<file path="src/rtl/tmds_pkg.sv">
// -----------------------------------------------------------------------------
// tmds_pkg
// Shared definitions for the multi-channel TMDS/HDMI encoder:
//   tmds_mode_e           symbol mode carried alongside every input slot
//   CTRL_TOKEN            the four DVI control-period tokens, indexed by {c1,c0}
//   TERC4_LUT             HDMI TERC4 data-island symbols, indexed by nibble
//   VIDEO_GB_TOKEN        video guard-band token per guard-band set (channel mod 3)
//   DATA_GB_TOKEN_SET12   data-island guard-band token for sets 1 and 2
//   popcount8()           number of ones in a byte
// Tokens are written MSB first; bit 0 is the first bit on the wire.
// -----------------------------------------------------------------------------
package tmds_pkg;

  typedef enum logic [2:0] {
    MODE_CTRL     = 3'd0,
    MODE_VIDEO    = 3'd1,
    MODE_VIDEO_GB = 3'd2,
    MODE_DATA     = 3'd3,
    MODE_DATA_GB  = 3'd4
  } tmds_mode_e;

  localparam logic [9:0] CTRL_TOKEN [4] = '{
    10'b1101010100, 10'b0010101011, 10'b0101010100, 10'b1010101011
  };

  localparam logic [9:0] TERC4_LUT [16] = '{
    10'b1010011100, 10'b1001100011, 10'b1011100100, 10'b1011100010,
    10'b0101110001, 10'b0100011110, 10'b0110001110, 10'b0100111100,
    10'b1011001100, 10'b0100111001, 10'b0110011100, 10'b1011000110,
    10'b1010001110, 10'b1001110001, 10'b0101100011, 10'b1011000011
  };

  localparam logic [9:0] VIDEO_GB_TOKEN [3] = '{
    10'b1011001100, 10'b0100110011, 10'b1011001100
  };

  localparam logic [9:0] DATA_GB_TOKEN_SET12 = 10'b0100110011;

  function automatic logic [3:0] popcount8(input logic [7:0] v);
    logic [3:0] n;
    n = '0;
    for (int i = 0; i < 8; i++) n = n + {3'b000, v[i]};
    return n;
  endfunction

endpackage

</file>
<file path="src/rtl/tmds_channel_enc.sv">
// -----------------------------------------------------------------------------
// tmds_channel_enc
// One TMDS lane. Stage 1 registers the transition-minimised word q_m together
// with the slot's mode/control/TERC4 fields; stage 2 produces the 10-bit symbol
// and owns the running disparity counter for this lane.
// Ports:
//   i_clk, i_rst   clock, synchronous active-high reset
//   i_valid        slot at the stage-1 input is valid (loads stage 1)
//   i_mode         slot mode (5..7 behave as CTRL)
//   i_data         video byte
//   i_ctrl         control bits {c1,c0}
//   i_terc4        TERC4 nibble
//   i_s1_valid     stage-1 content is valid (updates symbol and disparity)
//   o_tmds         10-bit symbol, held across bubbles
// Parameter GB_SET selects the guard-band token set (0, 1 or 2).
// -----------------------------------------------------------------------------
module tmds_channel_enc
  import tmds_pkg::*;
#(
  parameter int GB_SET = 0
) (
  input  logic       i_clk,
  input  logic       i_rst,
  input  logic       i_valid,
  input  logic [2:0] i_mode,
  input  logic [7:0] i_data,
  input  logic [1:0] i_ctrl,
  input  logic [3:0] i_terc4,
  input  logic       i_s1_valid,
  output logic [9:0] o_tmds
);

  localparam logic [1:0] GB_IDX = 2'(GB_SET);

  // XOR/XNOR chain; XNOR is chosen for ones-heavy bytes, q_m[8] flags XOR.
  function automatic logic [8:0] minimise_transitions(input logic [7:0] d);
    logic       use_xnor;
    logic [3:0] ones;
    logic [8:0] q;
    ones     = popcount8(d);
    use_xnor = (ones > 4'd4) || (ones == 4'd4 && !d[0]);
    q        = '0;
    q[0]     = d[0];
    for (int i = 1; i < 8; i++) q[i] = use_xnor ? ~(q[i-1] ^ d[i]) : (q[i-1] ^ d[i]);
    q[8]     = ~use_xnor;
    return q;
  endfunction

  tmds_mode_e        mode_in;
  tmds_mode_e        s1_mode;
  logic [8:0]        s1_qm;
  logic [1:0]        s1_ctrl;
  logic [3:0]        s1_terc4;
  logic              qm8;
  logic [3:0]        n1;
  logic [3:0]        n0;
  logic signed [5:0] diff;
  logic signed [5:0] cnt;
  logic signed [5:0] cnt_next;
  logic [9:0]        tmds_next;

  // Undefined mode codes collapse to CTRL before they enter the pipeline.
  always_comb begin
    mode_in = MODE_CTRL;
    if (i_mode <= 3'd4) mode_in = tmds_mode_e'(i_mode);
  end

  // Stage 1: load only on valid slots so bubbles leave nothing behind.
  always_ff @(posedge i_clk) begin
    if (i_rst) begin
      s1_mode  <= MODE_CTRL;
      s1_qm    <= '0;
      s1_ctrl  <= '0;
      s1_terc4 <= '0;
    end else if (i_valid) begin
      s1_mode  <= mode_in;
      s1_qm    <= minimise_transitions(i_data);
      s1_ctrl  <= i_ctrl;
      s1_terc4 <= i_terc4;
    end
  end

  assign qm8  = s1_qm[8];
  assign n1   = popcount8(s1_qm[7:0]);
  assign n0   = 4'd8 - n1;
  assign diff = $signed({2'b00, n1}) - $signed({2'b00, n0});

  // Stage 2 symbol selection. diff is n1-n0 of q_m[7:0]; the three video
  // branches are the DVI balanced / invert-to-correct / pass-through cases.
  // Every non-video symbol returns the disparity counter to zero.
  always_comb begin
    tmds_next = CTRL_TOKEN[s1_ctrl];
    cnt_next  = '0;
    case (s1_mode)
      MODE_VIDEO: begin
        if (cnt == 6'sd0 || n1 == n0) begin
          tmds_next = {~qm8, qm8, qm8 ? s1_qm[7:0] : ~s1_qm[7:0]};
          cnt_next  = qm8 ? cnt + diff : cnt - diff;
        end else if ((cnt > 6'sd0 && n1 > n0) || (cnt < 6'sd0 && n0 > n1)) begin
          tmds_next = {1'b1, qm8, ~s1_qm[7:0]};
          cnt_next  = cnt + (qm8 ? 6'sd2 : 6'sd0) - diff;
        end else begin
          tmds_next = {1'b0, qm8, s1_qm[7:0]};
          cnt_next  = cnt - (qm8 ? 6'sd0 : 6'sd2) + diff;
        end
      end
      MODE_VIDEO_GB: tmds_next = VIDEO_GB_TOKEN[GB_IDX];
      MODE_DATA:     tmds_next = TERC4_LUT[s1_terc4];
      MODE_DATA_GB:  tmds_next = (GB_SET == 0) ? TERC4_LUT[{2'b11, s1_ctrl}] : DATA_GB_TOKEN_SET12;
      default:       tmds_next = CTRL_TOKEN[s1_ctrl];
    endcase
  end

  // Stage 2 register: symbol and disparity advance only on valid slots.
  always_ff @(posedge i_clk) begin
    if (i_rst) begin
      o_tmds <= CTRL_TOKEN[0];
      cnt    <= '0;
    end else if (i_s1_valid) begin
      o_tmds <= tmds_next;
      cnt    <= cnt_next;
    end
  end

endmodule

</file>
<file path="src/rtl/tmds_multi_encoder.sv">
// -----------------------------------------------------------------------------
// tmds_multi_encoder
// N-channel TMDS/HDMI encoder: CTRL, VIDEO, VIDEO_GB, DATA (TERC4) and DATA_GB
// symbols with full DVI disparity control. Fixed latency of 2 clocks, or 3 with
// REG_INPUT=1.
// Ports:
//   i_clk, i_rst   clock, synchronous active-high reset
//   i_valid        input slot valid; 0 = bubble
//   i_mode         0 CTRL, 1 VIDEO, 2 VIDEO_GB, 3 DATA, 4 DATA_GB, 5-7 CTRL
//   i_data         NUM_CH video bytes, channel k at [8k+7:8k]
//   i_ctrl         NUM_CH control pairs, channel 0 = {vs,hs}
//   i_terc4        NUM_CH TERC4 nibbles
//   o_valid        o_tmds carries a new symbol set
//   o_tmds         NUM_CH 10-bit symbols, channel k at [10k+9:10k], bit 0 first
// -----------------------------------------------------------------------------
module tmds_multi_encoder
  import tmds_pkg::*;
#(
  parameter int NUM_CH    = 3,
  parameter int REG_INPUT = 0
) (
  input  logic                 i_clk,
  input  logic                 i_rst,
  input  logic                 i_valid,
  input  logic [2:0]           i_mode,
  input  logic [NUM_CH*8-1:0]  i_data,
  input  logic [NUM_CH*2-1:0]  i_ctrl,
  input  logic [NUM_CH*4-1:0]  i_terc4,
  output logic                 o_valid,
  output logic [NUM_CH*10-1:0] o_tmds
);

  logic                in_valid;
  logic [2:0]          in_mode;
  logic [NUM_CH*8-1:0] in_data;
  logic [NUM_CH*2-1:0] in_ctrl;
  logic [NUM_CH*4-1:0] in_terc4;
  logic                valid_s1;

  // Optional retiming register in front of the encoder pipeline.
  generate
    if (REG_INPUT != 0) begin : g_in_reg
      always_ff @(posedge i_clk) begin
        if (i_rst) begin
          in_valid <= 1'b0;
          in_mode  <= '0;
          in_data  <= '0;
          in_ctrl  <= '0;
          in_terc4 <= '0;
        end else begin
          in_valid <= i_valid;
          in_mode  <= i_mode;
          in_data  <= i_data;
          in_ctrl  <= i_ctrl;
          in_terc4 <= i_terc4;
        end
      end
    end else begin : g_in_wire
      assign in_valid = i_valid;
      assign in_mode  = i_mode;
      assign in_data  = i_data;
      assign in_ctrl  = i_ctrl;
      assign in_terc4 = i_terc4;
    end
  endgenerate

  // Valid travels beside the two encoder stages; reset flushes it.
  always_ff @(posedge i_clk) begin
    if (i_rst) begin
      valid_s1 <= 1'b0;
      o_valid  <= 1'b0;
    end else begin
      valid_s1 <= in_valid;
      o_valid  <= valid_s1;
    end
  end

  generate
    for (genvar k = 0; k < NUM_CH; k++) begin : g_ch
      tmds_channel_enc #(.GB_SET(k % 3)) u_enc (
        .i_clk      (i_clk),
        .i_rst      (i_rst),
        .i_valid    (in_valid),
        .i_mode     (in_mode),
        .i_data     (in_data[8*k +: 8]),
        .i_ctrl     (in_ctrl[2*k +: 2]),
        .i_terc4    (in_terc4[4*k +: 4]),
        .i_s1_valid (valid_s1),
        .o_tmds     (o_tmds[10*k +: 10])
      );
    end
  endgenerate

endmodule

</file>
<file path="config.mk">
export PLATFORM = sky130hd
export DESIGN_NAME = tmds_multi_encoder
export DESIGN_NICKNAME = d
export VERILOG_FILES = /design/src/rtl/tmds_pkg.sv /design/src/rtl/tmds_channel_enc.sv /design/src/rtl/tmds_multi_encoder.sv
export SDC_FILE = /design/constraint.sdc
export NUM_CORES = 1
export LEC_CHECK = 0
export ABC_AREA = 1
export CAP_MARGIN = 30
export CORE_MARGIN = 2
export CORE_UTILIZATION = 45
export DETAILED_ROUTE_END_ITERATION = 10
export DONT_BUFFER_PORTS = 1
export REMOVE_ABC_BUFFERS = 1
export SETUP_SLACK_MARGIN = 0.02
export SYNTH_ARGS = -nofsm -noshare
export SYNTH_HDL_FRONTEND = slang
export SYNTH_HIERARCHICAL = 1
export SYNTH_SLANG_ARGS = --single-unit
</file>
<file path="constraint.sdc">
create_clock -name i_clk -period 9.45 [get_ports i_clk]
set_clock_uncertainty 0.15 [all_clocks]
set_input_delay 0.945 -clock i_clk [delete_from_list [all_inputs] [get_ports i_clk]]
set_output_delay 0.945 -clock i_clk [all_outputs]
set_load 0.05 [all_outputs]
</file>
Word level (Yosys, flattened, before mapping)
Memory sizes are Yosys's and may differ from the RTL's. Index checks and enable logic that the tools add are counted.

Flip-flop bits (word level): 98. ROM bits: 640. Output and inout port bits: 31. Word-level logic and storage cells: 273. Memories kept: 4.

Memories: (no name shown) (depth 16, bits a word 10, read ports 1, clocked after Yosys merged registers in 0, write ports 0, line tmds_channel_enc.sv:108) `MODE_DATA: tmds_next = TERC4_LUT[s1_terc4];`; (no name shown) (depth 16, bits a word 10, read ports 1, clocked after Yosys merged registers in 0, write ports 0, line tmds_channel_enc.sv:108); (no name shown) (depth 16, bits a word 10, read ports 1, clocked after Yosys merged registers in 0, write ports 0, line tmds_channel_enc.sv:109) `MODE_DATA_GB: tmds_next = (GB_SET == 0) ? TERC4_LUT[{2'b11, s1_ctrl}] : DATA_GB_TOKEN_SET12;`; (no name shown) (depth 16, bits a word 10, read ports 1, clocked after Yosys merged registers in 0, write ports 0, line tmds_channel_enc.sv:108).

$add $sub $neg: 66. Magnitude comparators: 23. Eq/ne operators: 10. Multiplexer cells: 69. Bitwise gates (word level): 58. Reduce and logical (&&, ||, !) cells: 25.

Operator list (count): $mux W10 (20); $add A4 B1 Y4 (36); $pmux W10 S4 (2); $mux W6 (12); $bmux W10 S2 (3); $add A6 B6 Y6 (9); $sub A6 B6 Y6 (9); $pmux W10 S3 (1); $not A1 Y1 (27); $gt A4 B4 Y1 (6); $mux W8 (3); $not A8 Y8 (3); $mux W1 (21); $xor A1 B1 Y1 (21); $ge A5 B5 Y1 const B (4); $not A4 Y5 (4); $gt A6 B1 Y1 const B (3); $logic_not A6 Y1 (3); $lt A6 B1 Y1 const B (3); $sub A4 B4 Y5 (3); $add A1 B1 Y2 (6); $eq A4 B3 Y1 const B (3); $eq A4 B4 Y1 (3); $gt A4 B3 Y1 const B (3); other kinds (13) (43).

Logic depth before layout (Yosys ltp)
Gate-level depths: netlist of the first run.

Depth in word-level cells: 29. Depth in mapped cells: 33. Gate-level depth less buffers: 33.

By module
The synthesis of the first run kept the hierarchy.

By module, submodules not included: tmds_channel_enc (g_ch[0].u_enc) (instances 1, cells each 507, area each 3514.6 um2, sequential area each 680.7 um2); tmds_channel_enc (g_ch[1].u_enc) (instances 1, cells each 480, area each 3438.3 um2, sequential area each 680.7 um2); tmds_channel_enc (g_ch[2].u_enc) (instances 1, cells each 508, area each 3388.2 um2, sequential area each 680.7 um2); tmds_multi_encoder (instances 1, cells each 6, area each 55.1 um2, sequential area each 40.0 um2).

Worst setup path after synthesis of the first run
OpenSTA, ideal clock, no wires.

Kind: reg2reg. Start point: register g_ch[1].u_enc.s1_qm[0]. End point: register g_ch[1].u_enc.cnt[5]. Arrival time: 5015 ps. Data required time: 9166 ps. Slack: 4151 ps. Stages on the path, launching flop included: 32. Path buffers: 0. Period minus slack after synthesis: 5299 ps. Path through: dfxtp_1 inv_1 fa_1 fa_1 fa_1 inv_1 ha_1 fa_1 inv_2 nand2_2 nand2_2 inv_1 ha_1 inv_1 nand3_2 nand3_1 nand2_1 nand2_1 inv_1 ha_1 inv_1 ha_1 inv_1 o21ai_0 nand2_1 nand3b_1 nand2_1 nand3b_1 nand3_1 nand3_1 nand2_1 a21oi_1.

Longest elaborated chain between the ends: 14. Elaborated cells on any way between the ends: 24. Those cells by class: add/sub (13); order compare (2); eq/ne (1); mux (4); reduce/logical (4).

Ends and longest elaborated chain: start: declaration (line tmds_channel_enc.sv:51) `logic [8:0] s1_qm;`; start signal: assignment (line tmds_channel_enc.sv:77) `s1_qm <= minimise_transitions(i_data);`; $add A1 B1 Y2 (*) (line tmds_pkg.sv:42) `for (int i = 0; i < 8; i++) n = n + {3'b000, v[i]};`; $add A4 B1 Y4 (*) (6 in series) (line tmds_pkg.sv:42); parallel branches: the longest is 5 deep, another holds $add A6 B6 Y6; $mux W6 (*) (line tmds_channel_enc.sv:96) `if (cnt == 6'sd0 || n1 == n0) begin`; $mux W6 (*) (line tmds_channel_enc.sv:94) `case (s1_mode)`; end signal: assignment (line tmds_channel_enc.sv:121) `cnt <= cnt_next;`; end: declaration (line tmds_channel_enc.sv:58) `logic signed [5:0] cnt;`.

Mark *: on every way between the ends. A chain may end at the register's enable or synchronous reset.

Final worst setup path of the first run
Start point: register g_ch[0].u_enc.s1_qm[0]. End point: register g_ch[0].u_enc.cnt[5].

Longest elaborated chain between the ends: 14. Elaborated cells on any way between the ends: 24. Those cells by class: add/sub (13); order compare (2); eq/ne (1); mux (4); reduce/logical (4).

Ends and longest elaborated chain (line): start: declaration (tmds_channel_enc.sv:51); start signal: assignment (tmds_channel_enc.sv:77); $add A1 B1 Y2 (*) (tmds_pkg.sv:42); $add A4 B1 Y4 (*) (6 in series) (tmds_pkg.sv:42); parallel branches: the longest is 5 deep, another holds $add A6 B6 Y6; $mux W6 (*) (tmds_channel_enc.sv:96); $mux W6 (*) (tmds_channel_enc.sv:94); end signal: assignment (tmds_channel_enc.sv:121); end: declaration (tmds_channel_enc.sv:58).

Marks and branches as above.

==> summary.md, run 1 <==
| Metric | Value |
|---|---|
| Top-area cell type share of the netlist area | `20.03%` |
| Top cell type by total area after synthesis | `dfxtp_1` |
| Post-synth EDFFs | `0` |
| CP endpoint kind | `flip-flop` |
| # IOs | `79` |
| Count leader, synth | `nand2_1` |
| Yosys warnings | `6` |
| Die H | `156.0 um` |
| HP Class | `reg2reg` |
| Vias post-DR | `9217` |
| DR DRC count | `0` |
| Post-Syn Instances | `1501` |
| Fin. max-slew vios | `0` |
| Period utilization | `59.29%` |
| Final nets | `1674` |
| Pin count of the biggest net entering global routing | `71` |
| Max VDD drop | `0.2144 mV` |
| Pre-CTS WS | `3.836 ns` |
| Power per standard cell area | `366.1 nW/um2` |
| First-pass GRT wire length | `42370 um` |
| Startpoint types | `flip-flop` |
| Asr flop ratio synth | `0%` |
| Initial antenna violation count | `0` |
| Slowest stage cell, crit path | `fa_1` |
| Clock Path Buffers | `2` |
| Initial Util | `45.92%` |
| Share of cells above drive strength 1 | `9.367%` |
| Peak fanout along the critical path | `4` |
| Status | `finished, final reports clean` |
| Clock transition at path regs | `0.08 ns` |
| Tot Pwr | `3980 uW` |
| Post-CTS Hold Fix Bufs | `0` |
| Avg WL per Cell | `14.25 um` |
| Via density | `5.210` |
| Total gr overflow | `0` |
| Detailed Routing Iterations Pass 1 | `5` |
| Setup TNS | `0 ns` |
| Die area | `24330 um2` |
| R2R setup slack | `3.85 ns` |
| Sequential area share after synthesis | `20.03%` |
| Rows | `55` |
| CTS tree | `yes` |
| CTS sink count | `104` |
| Actual slew at the worst max-slew pin | `0.8862 ns` |
| Gp weighted congestion | `0.8991` |
| DRT iter0 DRCs | `516` |
| Syn avg cell area | `6.926 um2` |
| Final setup violation count | `0` |
| Slew headroom | `40.92%` |
| Netlist cell types | `47` |
| Diode count | `0` |
| Clk root buf | `clkbuf_16` |
| Post-CTS setup buffers | `0` |
| #FFs+latches synth | `104` |
| # port buffers | `0` |
| Post-synth top cells | `nand2_1, inv_1, nand3_1` |
| Worst EP arrival | `5.75 ns` |
| Required time of the critical path | `9.60 ns` |
| Latest clock arrival within the worst-skew pair | `0.36 ns` |
| CORE AREA | `22640 um2` |
| Die Width | `156.0 um` |
| Routed Antenna Nets | `0` |
| GR Util All Layers | `21.24%` |
| Final Hold Vio Count | `0` |
| Static leakage | `0.005251 uW` |
| H-tree levels | `3` |
| Post-detail-place hpwl | `19670 um` |
| Final worst path period need | `5.602 ns` |
| Finished Core Util | `48.02%` |
| Cts repair resizes | `0` |
| Primary FF master, synth | `dfxtp_1` |
| Setup CP Type | `reg2reg` |
| Max-Cap Viols | `0` |
| Mapped Area | `10400 um2` |
| Total CTS buffers | `9` |
| Setup slack after layout | `3.848 ns` |
| Crit path largest cell delay | `0.57 ns` |
| WL final | `25200 um` |
| Worst path most repeated cell | `inv_1` |
| Synth-to-layout area growth | `4.585%` |
| Synth area leaders | `dfxtp_1, ha_1, nand2_1` |
| Vias in the first global route | `8703` |
| Highest clock rate | `178.5 MHz` |
| RSZ-0062 raised after global routing | `no` |
==> per-layer routing <==
metal  up-vias  share of wire [%]  track usage [%]
met4         0               0.95            4.456
met5         -                  0                0
met3        18                4.8            3.917
met2       173                 45            34.07
li1       4779                  -                -
met1      4247                 49            29.85
==> registers in the layout (all words and copies together) (netlist names) <==
| signal | cells |
|---|---|
| o_valid | 1 |
| g_ch.u_enc/s1_mode | 9 |
| g_ch.u_enc/s1_terc4 | 12 |
| g_ch.u_enc/s1_qm | 27 |
| g_ch.u_enc/cnt | 18 |
| g_ch.u_enc/s1_ctrl | 6 |
| g_ch.u_enc/o_tmds | 30 |
| valid_s1 | 1 |
==> cell usage in the layout (no fill, tap or decap), drive strengths merged <==
cell type,Yosys,routed
o21ai,101,101
nor3,2,2
nand3,163,163
nor2,100,100
nand2,324,324
dfxtp,104,104
nand3b,10,10
a211oi,4,4
ha,108,108
clkbuf,27,9
nand4,17,17
a221o,3,3
clkinv,6,8
xor2,22,22
o211ai,16,16
or2,9,9
a21oi,132,132
a211o,1,1
o2111ai,1,1
clkinvlp,0,1
xnor2,22,22
a22oi,1,1
o31ai,2,2
fa,39,39
a31oi,5,5
inv,276,280
==> through the flow <==
step | cell area (um2) | cells | hold slack, ns
after floorplan | 10230 | 1468 | 0.2718
after global placement | 10590 | 1753 | 0.2820
after detailed placement | 10590 | 1753 | 0.2850
after CTS | 10870 | 1769 | 0.2992
after global routing | 10870 | 1769 | 0.3288
final | 10870 | 1769 | 0.2984
==> final timing paths <==
kind,startpoint,endpoint,depth (start not counted)
worst max-delay path,g_ch[0].u_enc/s1_qm[0],g_ch[0].u_enc/cnt[5],30
worst min register to register,g_ch[1].u_enc/cnt[0],g_ch[1].u_enc/cnt[0],2
worst max register to register,g_ch[0].u_enc/s1_qm[0],g_ch[0].u_enc/cnt[5],30
worst min-delay path,g_ch[1].u_enc/cnt[0],g_ch[1].u_enc/cnt[0],2
==> kinds of logic (layout without fill, tap and decap cells) <==
group                    after synthesis  count (layout)  share of synthesized area (%)
AO/OA/AOI/OAI                        266             266                          13.95
XOR/XNOR                              44              44                          3.707
adder cells (fa/ha/maj)              147             147                          20.51
buffers and inverters                315             298                          11.90
flip-flops                           104             104                          20.03
AND/OR/NAND/NOR                      625             625                          29.91
==> layout make-up <==
type                            count  area [um2]
Fill cell                        2276       11770
Multi-Input combinational cell   1082        7077
Sequential cell                   104        2083
Inverter                          282        1069
Tap cell                          285       356.6
Clock buffer                        9       225.2
Clock inverter                      7       62.56
==> power breakdown <==
part           internal (uW)  switching [uW]  total [uW]
combinational           1210            1850        3060
clock                    185             191         376
sequential               475            72.3         547
total                   1870            2110        3980
==> critical path, delay by kind of cell (launching register included) <==
family / cells / cell delay, ns
AO/OA/AOI/OAI: 2 / 0.31
adder cells (fa/ha/maj): 8 / 3.05
buffers and inverters: 7 / 0.53
XOR/XNOR: 1 / 0.17
AND/OR/NAND/NOR: 12 / 1.01
flip-flops: 1 / 0.33
No activity file was read; power rests on OpenSTA's default activity.
==> inputs of run 2 (changes only) <==
==> constraint.sdc (replaced) <==
create_clock -name i_clk -period 4.95 [get_ports i_clk]
set_clock_uncertainty 0.15 [all_clocks]
set_input_delay 0.495 -clock i_clk [delete_from_list [all_inputs] [get_ports i_clk]]
set_output_delay 0.495 -clock i_clk [all_outputs]
set_load 0.05 [all_outputs]
==> run 2 against run 1 <==
Against the previous run:
- fmax up 11%
- wire length up 7.3%
- largest cell class unchanged
- first-iteration DRC count down 6.0%
- the run now ends with setup timing left
- largest power group unchanged
==> summary.md, run 2 (synthesis gave the netlist of run 1 again) <==
| Metric | Value |
|---|---|
| Status | `finished with violations` |
| Failing checks | `setup timing` |
| Pin count of the biggest net entering global routing | `71` |
| Pre-CTS WS | `-0.3746 ns` |
| Peak fanout along the critical path | `3` |
| Tot Pwr | `11030 uW` |
| Actual slew at the worst max-slew pin | `0.8535 ns` |
| HP Class | `in2reg` |
| Period utilization | `101.6%` |
| Total gr overflow | `0` |
| WL final | `27030 um` |
| Die area | `24330 um2` |
| Vias in the first global route | `9272` |
| Combinational share of power | `83.2%` |
| Via density | `5.173` |
| Rows | `55` |
| Clk pwr share | `7.3%` |
| Die H | `156.0 um` |
| Slowest stage cell, crit path | `fa_1` |
| Die Width | `156.0 um` |
| Required time of the critical path | `5.11 ns` |
| Post-detail-place hpwl | `19990 um` |
| Fin. max-slew vios | `0` |
| Detailed Routing Iterations Pass 1 | `6` |
| Biggest register | `g_ch.u_enc/o_tmds` |
| Slew headroom | `43.10%` |
| Max reg flops | `30` |
| Routed Antenna Nets | `0` |
| Synth-to-layout area growth | `18.40%` |
| Power per standard cell area | `896.2 nW/um2` |
| RSZ-0062 raised after global routing | `yes` |
| H-tree levels | `3` |
| Final Hold Vio Count | `0` |
| Final nets | `1783` |
| GR Util All Layers | `22.37%` |
| Total CTS buffers | `9` |
| Final setup violation count | `2` |
| Latest clock arrival within the worst-skew pair | `0.36 ns` |
| # port buffers | `0` |
| Static leakage | `0.005820 uW` |
| Gp weighted congestion | `0.8928` |
| Internal | `5827 uW` |
| First-pass GRT wire length | `44580 um` |
| Avg WL per Cell | `14.39 um` |
| Highest clock rate | `198.9 MHz` |
| Most common cell after layout, fill and taps aside | `nand2_1` |
| Clk root buf | `clkbuf_16` |
| Share of cells above drive strength 1 | `21.97%` |
| Setup slack after layout | `-0.07869 ns` |
| Worst path most repeated cell | `inv_2` |
| # IOs | `79` |
| Diode count | `0` |
| DR DRC count | `0` |
| CP endpoint kind | `flip-flop` |
| Max VDD drop | `0.4105 mV` |
| Switching share of power | `47.18%` |
| Finished Core Util | `54.37%` |
| Setup TNS | `-0.08332 ns` |
| Setup CP Type | `reg2reg` |
| Sequential share of power | `9.5%` |
| Startpoint types | `flip-flop` |
| Final worst path period need | `5.029 ns` |
| CP delay by family, top | `adder cells` |
| CORE AREA | `22640 um2` |
| Initial antenna violation count | `0` |
| Vias post-DR | `9715` |
| Max-Cap Viols | `0` |
| DRT iter0 DRCs | `485` |
| Initial Util | `45.92%` |
| CP Buf/Inv Count | `8` |
| CTS sink count | `104` |
| Largest registers | `g_ch.u_enc/o_tmds (30), g_ch.u_enc/s1_qm (27), g_ch.u_enc/cnt (18)` |
| Worst EP arrival | `5.19 ns` |
| Psw | `5204 uW` |
| CTS tree | `yes` |
| Crit path largest cell delay | `0.54 ns` |
| Most frequent cells in the layout | `nand2_1, inv_1, nand3_1, a21oi_1, buf_4` |
| Post-CTS Hold Fix Bufs | `0` |
| Clock Path Buffers | `2` |
| Clock transition at path regs | `0.09 ns` |
## run 2: final cells by class
type                    instances  area (um2)
clock inverters                 7       101.3
multi-input cells            1082        7595
clock buffers                   9       225.2
flip-flops and latches        104        2093
repair buffers                109       852.1
fillers                      2155       10330
well taps                     285       356.6
inverters                     282        1086
## run 2: per-layer routing
| layer | GRT usage, % | wire [um] | up-vias |
|---|---|---|---|
| met3 | 3.750 | 1331 | 27 |
| li1 | - | - | 4992 |
| met2 | 37.69 | 12690 | 208 |
| met5 | 0 | 0 | - |
| met1 | 30.34 | 12700 | 4488 |
| met4 | 4.325 | 312 | 0 |
## run 2: what timing repair did
action / CTS / global route
resized for setup: 94 / 53
endpoints found under the setup margin: 9 / 14
hold endpoints to repair: 0 / 0
buffers inserted: 28 / 4
pin swaps: 63 / 57
## run 2: per-stage QoR
step           cells  hold slack (ns)  area [um2]
2_1_floorplan   1468           0.2718       10230
3_3_place_gp    1831           0.2800       11170
3_5_place_dp    1831           0.2922       11170
4_1_cts         1874          0.03338       12080
5_1_grt         1878          0.03205       12310
6_report        1878          0.06093       12310
## run 2: final timing paths
check | start | end | slack (ns) | cells past startpoint
setup / recovery | g_ch[1].u_enc/s1_qm[0] | g_ch[1].u_enc/cnt[5] | -0.08 | 30
setup reg to reg | g_ch[1].u_enc/s1_qm[0] | g_ch[1].u_enc/cnt[5] | -0.08 | 30
hold / removal | i_rst | g_ch[1].u_enc/s1_qm[6] | 0.06 | 1
hold reg to reg | g_ch[2].u_enc/cnt[0] | g_ch[2].u_enc/cnt[0] | 0.30 | 2
## run 2: power by group through the flow
stage / clock, uW / combinational, uW / sequential [uW]
6_report: 805 / 9180 / 1050
4_1_cts: 831 / 8480 / 1050
5_1_grt: 858 / 10200 / 1060
3_3_place_gp: 0 / 6950 / 1060
2_1_floorplan: 0 / 4850 / 1040
3_5_place_dp: 0 / 7030 / 1060
==> RTL edit, RTL diff (flow settings as in run 2) <==
`NUM_CH`: 3 -> 6.
--- a/src/rtl/tmds_multi_encoder.sv
+++ b/src/rtl/tmds_multi_encoder.sv
@@ -16,7 +16,7 @@
 module tmds_multi_encoder
   import tmds_pkg::*;
 #(
-  parameter int NUM_CH    = 3,
+  parameter int NUM_CH    = 6,
   parameter int REG_INPUT = 0
 ) (
   input  logic                 i_clk,
Interface: changed (resized i_ctrl, i_data, i_terc4 and o_tmds); port bits go from 79 to 151. The function was not compared with the original's and may differ.
==> RTL edit against run 2 <==
The flow still finishes with violations (negative setup slack); setup slack lost 0.18 ns; final area grew 120%; sequential cell count grew 102; maximum frequency shrank 3.5%; sequential share of layout area shrank 1.4 points; clock power grew to 2.7 times the old value; combinational power grew 110%; total power grew 120%; synthesized area grew 96%; first-iteration DRC count grew to 2.8 times the old value; routed wire length grew 130%; via count grew 110%; critical path type unchanged; highest routed layer is now met5.
==> RTL edit: results (changes against run 2) <==
Parameter                              Value

Status
  Status ... finished, violations left
  Violations in the final reports ... negative setup slack

Worst setup path
  Worst setup path startpoint ... g_ch[4].u_enc/s1_qm[0]
  Capture point of the critical path ... g_ch[4].u_enc/cnt[4]
  CP Data Arrival Time ... 5.57 ns (+0.38 ns)

Synthesis
  Post-Synthesis Mean Instance Area ... 6.76 um2 (-2.4%)
  Fraction of the yosys area taken by sequential cells ... 20.2% (+0.21 points)
  Synthesized-area fraction occupied by ao, oa, aoi and oai cells ... 13.7% (-0.28 points)

Routing
  DR vias/cell ... 5.21 (+0.74%)
  Via total after detailed routing ... 20,800 (+110%)
  M1 wire length ... 26,400 um (+110%)
  Top routing layer in use ... met5
  Starting DRT DRC Count ... 1,346 (+180%)
  Routed met2 length ... 31,700 um (+150%)

Clock network
  Insertion delay of the later-clocked pin in the worst-skew pair ... 0.57 ns (+0.21 ns)
  CTS clk-pin slew, worst paths ... 0.06 ns (-0.03 ns)

GRT
  GR Util All Layers ... 25.9% (+3.5 points)
  Pin count of the biggest net entering global routing ... 144 (+100%)

Placed design
  Cells after DPL ... 3,702 (+100%)
  DP Area ... 22,000 um2 (+97%)

Timing
  Slack of the critical path ... -0.260 ns (-0.182 ns)
  Slew Limit Headroom ... 43.5% (+0.43 points)
  Summed negative setup slack over all endpoints ... -1.15 ns (-1.07 ns)
  Final-report setup violation count ... 9 (+7)

Final layout
  Ratio of cells with drive above 1 in the final layout ... 20.8% (-1.1 points)
  Seq/total area ... 15.6% (-1.4 points)
  Fraction of area in clock buffers and inverters ... 3.72% (+1.1 points)
  Number of clock buffer instances in the layout ... 34 (+25)
  Layout multi-input combinational cell count ... 2,181 (+100%)
  Number of diodes added for antenna fixing ... 3 (+3)
  Layout Area Growth over Synthesis ... 30.6%

Power and ir drop
  Share of total power in combinational logic ... 82.2% (-1.0 points)
  Maximum VDD drop ... 0.000486 V (+18%)
  Power Dens Cells ... 896 nW/um2 (about the same)

Die
  Die ar. ... 47,000 um2 (+93%)

Worst hold path
  Beginning of the worst hold path ... i_valid
==> RTL edit: cell count changes after synthesis, sizes merged, moves of 30 or more <==
cell | before | now
fa | 39 | 78
nand3 | 163 | 340
ha | 108 | 216
nand2 | 324 | 676
a21oi | 132 | 264
dfxtp | 104 | 206
clkbuf | 27 | 57
inv | 276 | 550
nor2 | 100 | 186
o21ai | 101 | 180
==> RTL edit: routing by layer <==
metal | global-route usage [%] | vias up
met1 | 31.3 | 9819
met5 | 0 | -
met4 | 7.35 | 4
li1 | - | 10400
met3 | 3.45 | 107
met2 | 47.6 | 481
==> RTL edit: timing repair <==
action	4_1_cts	5_1_grt
setup endpoints to repair	18	52
hold buffers	149	1
pin swaps	158	141
hold endpoints to repair	191	29
resized for setup	212	129
buffers inserted	60	32
